`src/rtl/game_input_pkg.sv`:
```
// Shared types and default timing for the game input conditioning block.
package game_input_pkg;

  // Fire request state machine encoding.
  typedef enum logic [1:0] {
    IDLE  = 2'b00,
    ARMED = 2'b01,
    REQ   = 2'b10,
    HOLD  = 2'b11
  } fire_state_e;

  // Bit positions of each button inside btn_db.
  localparam int BTN_L = 0;
  localparam int BTN_R = 1;
  localparam int BTN_U = 2;

  // Default timing for a 50 MHz board clock.
  localparam int DEF_DEBOUNCE_CYCLES = 500000;
  localparam int DEF_TICK_CYCLES     = 2097152;
  localparam int DEF_CNT_W           = 22;

endpackage

```
`src/rtl/game_input_ctrl_btn_debounce.sv`:
```
// Two-flop synchroniser followed by a stability counter for one raw button.
module btn_debounce
  import game_input_pkg::*;
#(
  parameter int DEBOUNCE_CYCLES = DEF_DEBOUNCE_CYCLES,
  parameter int CNT_W           = DEF_CNT_W
) (
  input  logic clk,
  input  logic reset_n,
  input  logic btn_raw,
  output logic btn_db
);

  localparam logic [CNT_W-1:0] DB_LAST = CNT_W'(DEBOUNCE_CYCLES - 1);

  logic             sync1_q, sync1_d;
  logic             sync2_q, sync2_d;
  logic             db_q, db_d;
  logic [CNT_W-1:0] cnt_q, cnt_d;

  // State registers with synchronous active-low reset.
  always_ff @(posedge clk) begin
    if (!reset_n) begin
      sync1_q <= 1'b0;
      sync2_q <= 1'b0;
      db_q    <= 1'b0;
      cnt_q   <= {CNT_W{1'b0}};
    end else begin
      sync1_q <= sync1_d;
      sync2_q <= sync2_d;
      db_q    <= db_d;
      cnt_q   <= cnt_d;
    end
  end

  // Count consecutive cycles the synchronised input disagrees with the debounced value.
  always_comb begin
    sync1_d = btn_raw;
    sync2_d = sync1_q;
    db_d    = db_q;
    cnt_d   = cnt_q;
    if (sync2_q == db_q) begin
      cnt_d = {CNT_W{1'b0}};
    end else if (cnt_q == DB_LAST) begin
      db_d  = sync2_q;
      cnt_d = {CNT_W{1'b0}};
    end else begin
      cnt_d = cnt_q + CNT_W'(1);
    end
  end

  assign btn_db = db_q;

endmodule

```
`src/rtl/game_input_ctrl.sv`:
```
// Turns raw buttons into debounced levels, tick-aligned move commands and a
// handshaked one-shot fire request for the game-state logic.
module game_input_ctrl
  import game_input_pkg::*;
#(
  parameter int DEBOUNCE_CYCLES = DEF_DEBOUNCE_CYCLES,
  parameter int TICK_CYCLES     = DEF_TICK_CYCLES,
  parameter int CNT_W           = DEF_CNT_W
) (
  input  logic       clk,
  input  logic       reset_n,
  input  logic       enable,
  input  logic       btnL,
  input  logic       btnR,
  input  logic       btnU,
  input  logic       shoot_ack,
  output logic       game_tick,
  output logic       move_left,
  output logic       move_right,
  output logic       shoot_req,
  output logic [2:0] btn_db
);

  localparam logic [CNT_W-1:0] TICK_LAST = CNT_W'(TICK_CYCLES - 1);

  logic [2:0]       btn_raw_s;
  logic [2:0]       btn_db_s;
  logic [CNT_W-1:0] tick_cnt_q, tick_cnt_d;
  logic             tick_s;
  logic             move_left_q, move_left_d;
  logic             move_right_q, move_right_d;
  logic             shoot_req_q, shoot_req_d;
  logic             u_prev_q, u_prev_d;
  logic             u_rise_s;
  fire_state_e      state_q, state_d;

  assign btn_raw_s = {btnU, btnR, btnL};

  for (genvar i = 0; i < 3; i++) begin : g_db
    btn_debounce #(
      .DEBOUNCE_CYCLES (DEBOUNCE_CYCLES),
      .CNT_W           (CNT_W)
    ) u_btn_debounce (
      .clk     (clk),
      .reset_n (reset_n),
      .btn_raw (btn_raw_s[i]),
      .btn_db  (btn_db_s[i])
    );
  end

  // All top-level state with synchronous active-low reset.
  always_ff @(posedge clk) begin
    if (!reset_n) begin
      tick_cnt_q   <= {CNT_W{1'b0}};
      move_left_q  <= 1'b0;
      move_right_q <= 1'b0;
      shoot_req_q  <= 1'b0;
      u_prev_q     <= 1'b0;
      state_q      <= IDLE;
    end else begin
      tick_cnt_q   <= tick_cnt_d;
      move_left_q  <= move_left_d;
      move_right_q <= move_right_d;
      shoot_req_q  <= shoot_req_d;
      u_prev_q     <= u_prev_d;
      state_q      <= state_d;
    end
  end

  // Update-period counter; the tick is decoded from the terminal count while running.
  always_comb begin
    tick_cnt_d = tick_cnt_q;
    tick_s     = 1'b0;
    if (!enable) begin
      tick_cnt_d = {CNT_W{1'b0}};
    end else if (tick_cnt_q == TICK_LAST) begin
      tick_cnt_d = {CNT_W{1'b0}};
      tick_s     = 1'b1;
    end else begin
      tick_cnt_d = tick_cnt_q + CNT_W'(1);
    end
  end

  // Movement levels sampled on ticks only; opposing or fire presses cancel movement.
  always_comb begin
    move_left_d  = move_left_q;
    move_right_d = move_right_q;
    if (!enable) begin
      move_left_d  = 1'b0;
      move_right_d = 1'b0;
    end else if (tick_s) begin
      move_left_d  = btn_db_s[BTN_L] & ~btn_db_s[BTN_R] & ~btn_db_s[BTN_U];
      move_right_d = btn_db_s[BTN_R] & ~btn_db_s[BTN_L] & ~btn_db_s[BTN_U];
    end else begin
      move_left_d  = move_left_q;
      move_right_d = move_right_q;
    end
  end

  assign u_rise_s = btn_db_s[BTN_U] & ~u_prev_q;

  // Fire FSM: one request per press, raised on a tick and held until acknowledged.
  always_comb begin
    state_d     = state_q;
    shoot_req_d = shoot_req_q;
    u_prev_d    = btn_db_s[BTN_U];
    if (!enable) begin
      state_d     = IDLE;
      shoot_req_d = 1'b0;
    end else begin
      case (state_q)
        IDLE: begin
          if (u_rise_s) begin
            // A fire press while steering is swallowed but must still be released.
            if (btn_db_s[BTN_L] || btn_db_s[BTN_R]) begin
              state_d = HOLD;
            end else begin
              state_d = ARMED;
            end
          end else begin
            state_d = IDLE;
          end
        end
        ARMED: begin
          if (tick_s) begin
            shoot_req_d = 1'b1;
            state_d     = REQ;
          end else begin
            state_d = ARMED;
          end
        end
        REQ: begin
          // Ack only counts once the request is already visible.
          if (shoot_req_q && shoot_ack) begin
            shoot_req_d = 1'b0;
            state_d     = HOLD;
          end else begin
            state_d = REQ;
          end
        end
        HOLD: begin
          if (!btn_db_s[BTN_U]) begin
            state_d = IDLE;
          end else begin
            state_d = HOLD;
          end
        end
        default: begin
          state_d     = IDLE;
          shoot_req_d = 1'b0;
        end
      endcase
    end
  end

  assign game_tick  = tick_s;
  assign move_left  = move_left_q;
  assign move_right = move_right_q;
  assign shoot_req  = shoot_req_q;
  assign btn_db     = btn_db_s;

endmodule

```
`config.mk`:
```
export PLATFORM = sky130hd
export DESIGN_NAME = game_input_ctrl
export DESIGN_NICKNAME = d
export VERILOG_FILES = /design/src/rtl/game_input_pkg.sv /design/src/rtl/game_input_ctrl_btn_debounce.sv /design/src/rtl/game_input_ctrl.sv
export SDC_FILE = /design/constraint.sdc
export NUM_CORES = 1
export LEC_CHECK = 0
export CAP_MARGIN = 0
export CORE_MARGIN = 2
export CORE_UTILIZATION = 50
export DETAILED_ROUTE_END_ITERATION = 16
export GPL_TIMING_DRIVEN = 0
export HOLD_SLACK_MARGIN = 0.03
export PLACE_DENSITY = 0.76
export RECOVER_POWER = 100
export SYNTH_ARGS = -nofsm -noshare
export SYNTH_HDL_FRONTEND = slang
export SYNTH_HIERARCHICAL = 1
export SYNTH_SLANG_ARGS = --single-unit
```
`constraint.sdc`:
```
create_clock -name clk -period 3.61 [get_ports clk]
set_input_delay 0.5415 -clock clk [delete_from_list [all_inputs] [get_ports clk]]
set_output_delay 0.5415 -clock clk [all_outputs]
set_load 0.01 [all_outputs]
```
* After elaboration in Yosys (flattened, before gate mapping)
Cells that the tools add are included.
** Storage, ports and cells
- Register bits :: 103
- Input port bits :: 7
- Output and inout port bits :: 7
- Logic and storage cells :: 72
** Operators by class
- $add $sub $neg :: 4
- Equality and inequality tests :: 12
- Mux-type cells :: 11
- Bitwise gates (word level) :: 14
- Reductions and logical operators :: 13
** Operators with widths (number)
- $add A22 B1 Y22 const B :: 4
- $eq A22 B19 Y1 const B :: 3
- $eq A22 B21 Y1 const B :: 1
- $reduce_or A3 Y1 :: 4
- $not A1 Y1 :: 9
- $mux W2 :: 4
- $pmux W2 S4 :: 1
- $reduce_and A2 Y1 :: 4
- $and A1 B1 Y1 :: 5
- $mux W1 :: 5
- $eq A2 B2 Y1 const B :: 2
- $ne A2 B2 Y1 const B :: 2
- $eq A1 B1 Y1 :: 3
- $reduce_and A3 Y1 :: 1
- $eq A2 B1 Y1 const B :: 1
- $logic_not A2 Y1 :: 1
- $pmux W1 S2 :: 1
- $reduce_bool A2 Y1 :: 1
- $logic_and A1 B1 Y1 :: 1
- $logic_or A1 B1 Y1 :: 1

* Logic depth before layout (Yosys ltp)
Gate-level depths: netlist of the first run.
- Word-level depth :: 5
- Depth in mapped cells :: 6
- Gate-level depth less buffers :: 5

* Modules after synthesis
The synthesis of the first run kept the hierarchy.
** Modules (own cells, without submodules)
- btn_debounce :: instances 3, cells each 127, area each 1112.3 µm², seq. area each 500.5 µm²
- game_input_ctrl :: instances 1, cells each 155, area each 1325.0 µm², seq. area each 560.5 µm²

* Worst setup path after synthesis of the first run
Ideal clock, no wire load.
- Path type :: register to register
- Start point :: reg tick_cnt_q[0]
- End point :: reg tick_cnt_q[20]
- Setup time :: 0.070 ns
- Data arrival time :: 1.827 ns
- Required time :: 3.540 ns
- Setup slack :: 1.712 ns
- Cell stages (with the launch flop) :: 7
- Buffers on the path :: 1
- Period minus slack after synthesis :: 1.898 ns
- Path through :: dfxtp_1 ha_1 nand3_2 or3_4 buf_6 or4_1 a21oi_1
** Between the ends
- Longest elaborated chain between the ends :: 2
- Elaborated cells on any way between the ends :: 3
- Classes of those cells :: 1 x add/sub; 1 x eq/ne; 1 x reduce/logical
** RTL lines
- from (decl) :: line game_input_ctrl.sv:28 : logic [CNT_W-1:0] tick_cnt_q, tick_cnt_d;
- from (signal assigned) :: line game_input_ctrl.sv:54 : tick_cnt_q <= {CNT_W{1'b0}};
- from (signal assigned) :: line game_input_ctrl.sv:61 : tick_cnt_q <= tick_cnt_d;
- parallel branches: the longest is 2 deep, another holds $add A22 B1 Y22
Several ways; the timed one is not identified.
A chain may end at the register's enable or synchronous reset.

* Worst setup path in the final report of the first run
- Start point :: reg tick_cnt_q[0]
- End point :: out game_tick
** Between the ends
- Longest elaborated chain between the ends :: 3
** RTL lines
- $eq A22 B21 Y1 :: line game_input_ctrl.sv:76 : end else if (tick_cnt_q == TICK_LAST) begin
- $mux W1 :: line game_input_ctrl.sv:76
- $mux W1 :: line game_input_ctrl.sv:74 : if (!enable) begin
- to (decl) :: line game_input_ctrl.sv:17 : output logic game_tick,
Every way passes these cells.

==> results of run 1 <==
[logic make-up after synthesis]
logic type	count (synthesis)	synth area share, %
AOI/OAI and AO/OA	81	10.09
xor gates and xnor gates	53	9.957
buffers and inverters	34	3.489
and+or+nand+nor	261	31.16
DFF	103	44.23
adders and majority gates	4	1.074
[stage by stage]
step	util, %	instances
2_1_floorplan	-	536
3_3_place_gp	53.88	660
3_5_place_dp	53.88	660
4_1_cts	55.84	676
5_1_grt	55.20	676
6_report	55.20	676
[cell type report]
cell class / count / area [um^2]
fill: 850 / 4100
multi-input combinational: 399 / 2387
sequential: 103 / 2062
tap: 111 / 138.9
timing repair buffer: 13 / 130.1
clock buffer: 9 / 123.9
buffer: 14 / 78.83
inverter: 20 / 75.07
clock inverter: 7 / 56.30
[how the worst min path moves through the flow]
stage / endpoint / slack, ps / cells after the start
global placement: g_db[2].u_btn_debounce/sync2_q / 420 / 1
floorplan: g_db[0].u_btn_debounce/sync2_q / 410 / 1
finish: g_db[1].u_btn_debounce/sync2_q / 430 / 1
detailed placement: g_db[0].u_btn_debounce/sync2_q / 420 / 1
CTS: g_db[1].u_btn_debounce/sync2_q / 440 / 1
global route: g_db[1].u_btn_debounce/sync2_q / 450 / 1
[registers in the layout, summed over array words and instances (netlist names)]
signal,cells
tick_cnt_q,22
g_db.u_btn_debounce/cnt_q,66
g_db.u_btn_debounce/btn_db,3
move_left,1
state_q,2
g_db.u_btn_debounce/sync1_q,3
g_db.u_btn_debounce/sync2_q,3
shoot_req,1
move_right,1
u_prev_q,1
[power groups by stage]
stage          Combinational (W)  Sequential (W)  Clock (W)
2_1_floorplan          0.0000165         0.00117          0
3_3_place_gp           0.0000301         0.00117          0
3_5_place_dp           0.0000307         0.00117          0
4_1_cts                0.0000308         0.00114   0.000683
5_1_grt                0.0000337         0.00114   0.000726
6_report               0.0000291         0.00114   0.000657
[cells in the final DEF (no fill, tap or decap), drive strengths merged, types with 4 or more instances in the layout]
| cell type | count |
|---|---|
| clkbuf | 20 |
| nand3 | 29 |
| inv | 22 |
| or4 | 16 |
| nand4 | 22 |
| and4 | 8 |
| or3 | 31 |
| nor2 | 70 |
| xor2 | 17 |
| nor4b | 6 |
| dfxtp | 103 |
| a21oi | 34 |
| xnor2 | 36 |
| clkdlybuf4s50 | 6 |
| dlygate4sd3 | 7 |
| and3 | 6 |
| o31ai | 10 |
| o21ai | 27 |
| and2 | 7 |
| nor3 | 8 |
| nand2 | 36 |
| clkinv | 5 |
| nor2b | 4 |
| nor4 | 15 |
| ha | 4 |
[critical path, cell delays in order (launching register included)]
cell and delay [ps]:
dfxtp_1 380, ha_1 210, nand3_1 190, nor3_1 480, and4_1 260, dlygate4sd3_1 600
[metal layers]
metal | global-route usage, % | share of wire (%)
met1 | 22.41 | 46
met2 | 33.35 | 50
met3 | 3.883 | 2.8
met4 | 4.426 | 0.63
met5 | 0 | 0
==> results.py, run 1 <==
metrics = {
    "power": {
        "p_clk_share_pct": 35.9,
        "leakagePower_nw": 1.455,
        "design_power_total_w": 0.001830,
        "p_sw_w": 0.0004183,
        "vdd_drop_max_v": 0.0001872,
        "combPwrFrac_pct": 1.6,
        "p_int_w": 0.001411,
        "p_per_area_mw_per_mm2": 362.1,
        "sw_frac_of_total_pct": 22.86,
        "p_seq_share_pct": 62.5,
    },
    "synth": {
        "syn_area_per_cell_um2": 8.698,
        "ys_ff_latch": 103,
        "synth.most_common_cell": "dfxtp_1",
        "synthesis.area_mm2": 0.004662,
        "synthCells": 536,
        "synth_area_leaders": "dfxtp_1 44%, xnor2_1 6.8%, nor2_1 5.6%, or3_1 3.9%, a21oi_1 3.7%",
        "syn-num-nets": 547,
        "synth_top_cell_area_share_pct": 44.23,
        "yosysSeqAreaShare_pct": 44.23,
        "ys_warn_count": 6,
        "synth_top_area_cell": "dfxtp_1",
        "synthFlopType": "dfxtp_1",
        "synth_edf_count": 0,
        "ys_types": 40,
        "async_flop_share_pct": 0,
        "netlist_top_cells_count": "103 x dfxtp_1, 70 x nor2_1, 36 x nand2_1, 36 x xnor2_1, 34 x a21oi_1",
    },
    "clock_tree": {
        "htreeDepth": 3,
        "cts_tree": "built",
        "path_clk_slew_ps": 110,
        "clock-sinks": 103,
        "clk_latency_ps": 360,
        "cts_setup_buffers": 0,
        "cts-hold-fix-buffers": 0,
        "cts_resized": 0,
        "root_buffer": "clkbuf_8",
        "numCtsBuffers": 9,
        "clockBufferDepth": 2,
    },
    "critical_path": {
        "crit_path_start": "tick_cnt_q[0]",
        "critPathKind": "reg -> out",
        "r2r_cells": 6,
        "startpoint_type": "register",
        "critical_path.endpoint": "game_tick",
        "arrival_ps": 2480,
        "critPathMaxFanout": 5,
        "reg2reg_from": "tick_cnt_q[0]",
        "cp-end-kind": "output pin",
        "worstReg2RegEnd": "tick_cnt_q[10]",
        "critPathRequiredTime_ps": 3070,
        "regToRegSetupSlack_ps": 690,
    },
    "floorplan": {
        "fp.dieH_um": 100.6,
        "die_w_um": 100.6,
        "rows": 35,
        "pin_count": 14,
        "fp.coreArea_mm2": 0.009153,
        "dieArea_mm2": 0.01011,
        "start_util_pct": 50.94,
    },
    "sta": {
        "fmax_ghz": 0.3315,
        "worst_slack_ps": 593.0,
        "max_slew_margin_pct": 15.35,
        "finalCritPeriodShare_pct": 83.57,
        "min_period_ps": 3017,
        "final_max_slew_viol_count": 0,
        "clock_skew_ps": 12.59,
        "rsz0062_at_grt": "no",
        "timing.setup.tns_ps": 0,
        "hold_violations": 0,
        "hold_ws_ps": 434.8,
        "worst_pin_slew_ps": 1259,
        "setup_violations": 0,
    },
    "global_routing": {
        "grt.total_usage_pct": 18.45,
        "grt_pass1_vias": 3700,
        "grt_max_degree": 19,
        "grt_pass1_wl_um": 15620,
        "grt_overflow_total": 0,
        "antenna_found_initial": 0,
    },
    "placement": {
        "place_ws_ps": 1077,
        "place_congestion": 0.8029,
        "placedInstanceArea_mm2": 0.004931,
        "hpwl_um": 6252,
        "io_buffer_count": 13,
    },
    "min_path": {
        "min_from": "g_db[1].u_btn_debounce/sync1_q",
        "hold_class": "reg -> reg",
    },
    "detailed_routing": {
        "dr.first_iter.drc_count": 108,
        "ant_nets": 0,
        "via_per_inst": 5.675,
        "wire_per_inst_um": 12.75,
        "drc_errors": 0,
        "routed_wl_um": 8620,
        "drtPass1Iterations": 5,
        "vias": 3836,
    },
    "layout": {
        "area_growth_pct": 8.374,
        "antenna_cells": 0,
        "stdcell_area_mm2": 0.005052,
        "drive_above_1_share_pct": 5.841,
        "nets": 571,
    },
    "flow_run": {
        "cap_violations": 0,
    },
    "run_status": {
        "status": "completed",
    },
}
No activity file was read; power rests on OpenSTA's default activity.
==> inputs of run 2 (changes only) <==
Settings changed: PLACE_DENSITY 0.76 to 0.79.
Clock period 3.61 ns to 2.71 ns, I/O delays scaled along.
==> run 2 against run 1 <==
Worst hold slack worse by 0.93 ps; core utilization up 0.36 points; routed wire length grew 2.9%; via count up 0.60%; clock-buffer cell count unchanged; critical endpoint unchanged; highest routed layer unchanged.
==> results.py, run 2 (synthesis results as in run 1) <==
metrics = {
    "detailed_routing": {
        "drtPass1Iterations": 4,
        "ant_nets": 0,
        "dr.first_iter.drc_count": 128,
        "via_per_inst": 5.717,
        "drc_errors": 0,
        "vias": 3859,
        "wire_per_inst_um": 13.15,
        "routed_wl_um": 8873,
    },
    "global_routing": {
        "grt_overflow_total": 0,
        "top_usage_layer": "met2",
        "grt_use_met3_pct": 4.508,
        "grt.total_usage_pct": 18.87,
        "grt_use_met1_pct": 23.24,
        "gr-usage-met2_pct": 32.89,
        "grt_max_degree": 18,
        "grt_pass1_vias": 3663,
        "antenna_found_initial": 0,
        "grt_pass1_wl_um": 15900,
    },
    "placement": {
        "io_buffer_count": 13,
        "hpwl_um": 6472,
        "place_congestion": 0.8358,
        "dp.cells": 660,
        "place_ws_ps": 247.0,
    },
    "critical_path": {
        "path_cells": "ha_1 > nand3_2 > nor3_4 > and4_1 > clkdlybuf4s50_1",
        "arrival_ps": 2150,
        "startpoint_type": "register",
        "cp-end-kind": "output pin",
        "critPathRequiredTime_ps": 2300,
        "critPathMaxFanout": 5,
        "slowest_delay_ps": 530,
        "critPathKind": "reg -> out",
        "crit_path_top_delay_cell": "clkdlybuf4s50_1",
    },
    "clock_tree": {
        "cts-hold-fix-buffers": 0,
        "root_buffer": "clkbuf_8",
        "numCtsBuffers": 9,
        "cts_tree": "built",
        "clock-sinks": 103,
        "path_clk_slew_ps": 90,
        "cts_setup_buffers": 0,
        "htreeDepth": 3,
        "clockBufferDepth": 2,
        "clk_latency_ps": 360,
    },
    "layout": {
        "final-seq-area_mm2": 0.002062,
        "layout_commonest_cell": "dfxtp_1",
        "antenna_cells": 0,
        "fin_util_pct": 55.56,
        "fillers": 826,
        "layoutNonFillerInstCount": 675,
        "area_growth_pct": 9.071,
        "largest_reg_flops": 66,
        "reg.largest.list": "g_db.u_btn_debounce/cnt_q (66), tick_cnt_q (22)",
        "largest-register": "g_db.u_btn_debounce/cnt_q",
        "drive_above_1_share_pct": 6.206,
        "final_cell_mix": "103 x dfxtp_1, 70 x nor2_1, 36 x nand2_1, 36 x xnor2_1, 34 x a21oi_1",
        "multiInputGateArea_mm2": 0.002405,
        "nets": 571,
    },
    "power": {
        "vdd_drop_max_v": 0.0002530,
        "p_seq_share_pct": 60.5,
        "design_power_total_w": 0.002520,
        "combPwrFrac_pct": 1.6,
        "p_clk_share_pct": 38.0,
        "p_per_area_mw_per_mm2": 495.6,
        "p_sw_w": 0.0005548,
        "leakagePower_nw": 1.467,
        "sw_frac_of_total_pct": 22.02,
        "p_int_w": 0.001965,
    },
    "sta": {
        "worst_pin_slew_ps": 755.3,
        "setup_violations": 0,
        "worst_slack_ps": 152.7,
        "rsz0062_at_grt": "no",
        "max_slew_margin_pct": 49.35,
        "hold_violations": 0,
        "timing.setup.tns_ps": 0,
        "min_period_ps": 2557,
        "fmax_ghz": 0.3910,
        "clock_skew_ps": 14.72,
        "finalCritPeriodShare_pct": 94.36,
        "final_max_slew_viol_count": 0,
    },
    "min_path": {
        "hold_class": "reg -> reg",
    },
    "floorplan": {
        "start_util_pct": 50.94,
        "rows": 35,
        "fp.coreArea_mm2": 0.009153,
        "fp.dieH_um": 100.6,
        "die_w_um": 100.6,
        "pin_count": 14,
        "dieArea_mm2": 0.01011,
    },
    "flow_run": {
        "cap_violations": 0,
    },
    "run_status": {
        "status": "completed",
    },
}
## run 2: metal layers
| layer | part of all wire [%] | wire length, um |
|---|---|---|
| met5 | 0 | 0 |
| met4 | 1.0 | 93 |
| met3 | 3.2 | 287 |
| met2 | 50 | 4411 |
| met1 | 46 | 4081 |
## run 2: worst paths after layout
path / cells past startpoint / end / startpoint / slack [ps]
max: 5 / game_tick / tick_cnt_q[0] / 150
min: 1 / g_db[1].u_btn_debounce/sync2_q / g_db[1].u_btn_debounce/sync1_q / 430
max reg2reg: 6 / tick_cnt_q[11] / tick_cnt_q[0] / 260
min reg2reg: 1 / g_db[1].u_btn_debounce/sync2_q / g_db[1].u_btn_debounce/sync1_q / 430
## run 2: repair_timing
| action | 4_1_cts | 5_1_grt |
|---|---|---|
| endpoints found under the setup margin | 1 | 1 |
| resized for setup | 1 | 1 |
| pin swaps | 0 | 1 |
## run 2: final cells by class
class	instances	share of cell area, %
Tap cell	111	2.731
Multi-Input combinational cell	399	47.29
Timing Repair Buffer	13	2.559
Clock inverter	6	1.378
Sequential cell	103	40.55
Clock buffer	9	2.436
Buffer	14	1.575
Inverter	20	1.476
## run 2: per-stage QoR
stage	cell area (um^2)	hold slack [ps]
6_report	5085	433.9
5_1_grt	5085	467.2
4_1_cts	5130	443.8
3_5_place_dp	4931	421.2
3_3_place_gp	4931	412.9
2_1_floorplan	4662	411.8
## run 2: power groups by stage
stage | Combinational (W) | Sequential, W | Clock (W)
6_report | 0.0000391 | 0.00152 | 0.000957
5_1_grt | 0.0000445 | 0.00153 | 0.00106
4_1_cts | 0.0000408 | 0.00152 | 0.000988
3_5_place_dp | 0.0000406 | 0.00156 | 0
3_3_place_gp | 0.0000398 | 0.00156 | 0
2_1_floorplan | 0.0000220 | 0.00156 | 0
## run 2: critical path, delay by kind of cell (launching register included)
family	cells	cell delay, ps
DFF	1	390
adders and majority gates	1	240
and+or+nand+nor	3	640
buffers and inverters	1	530
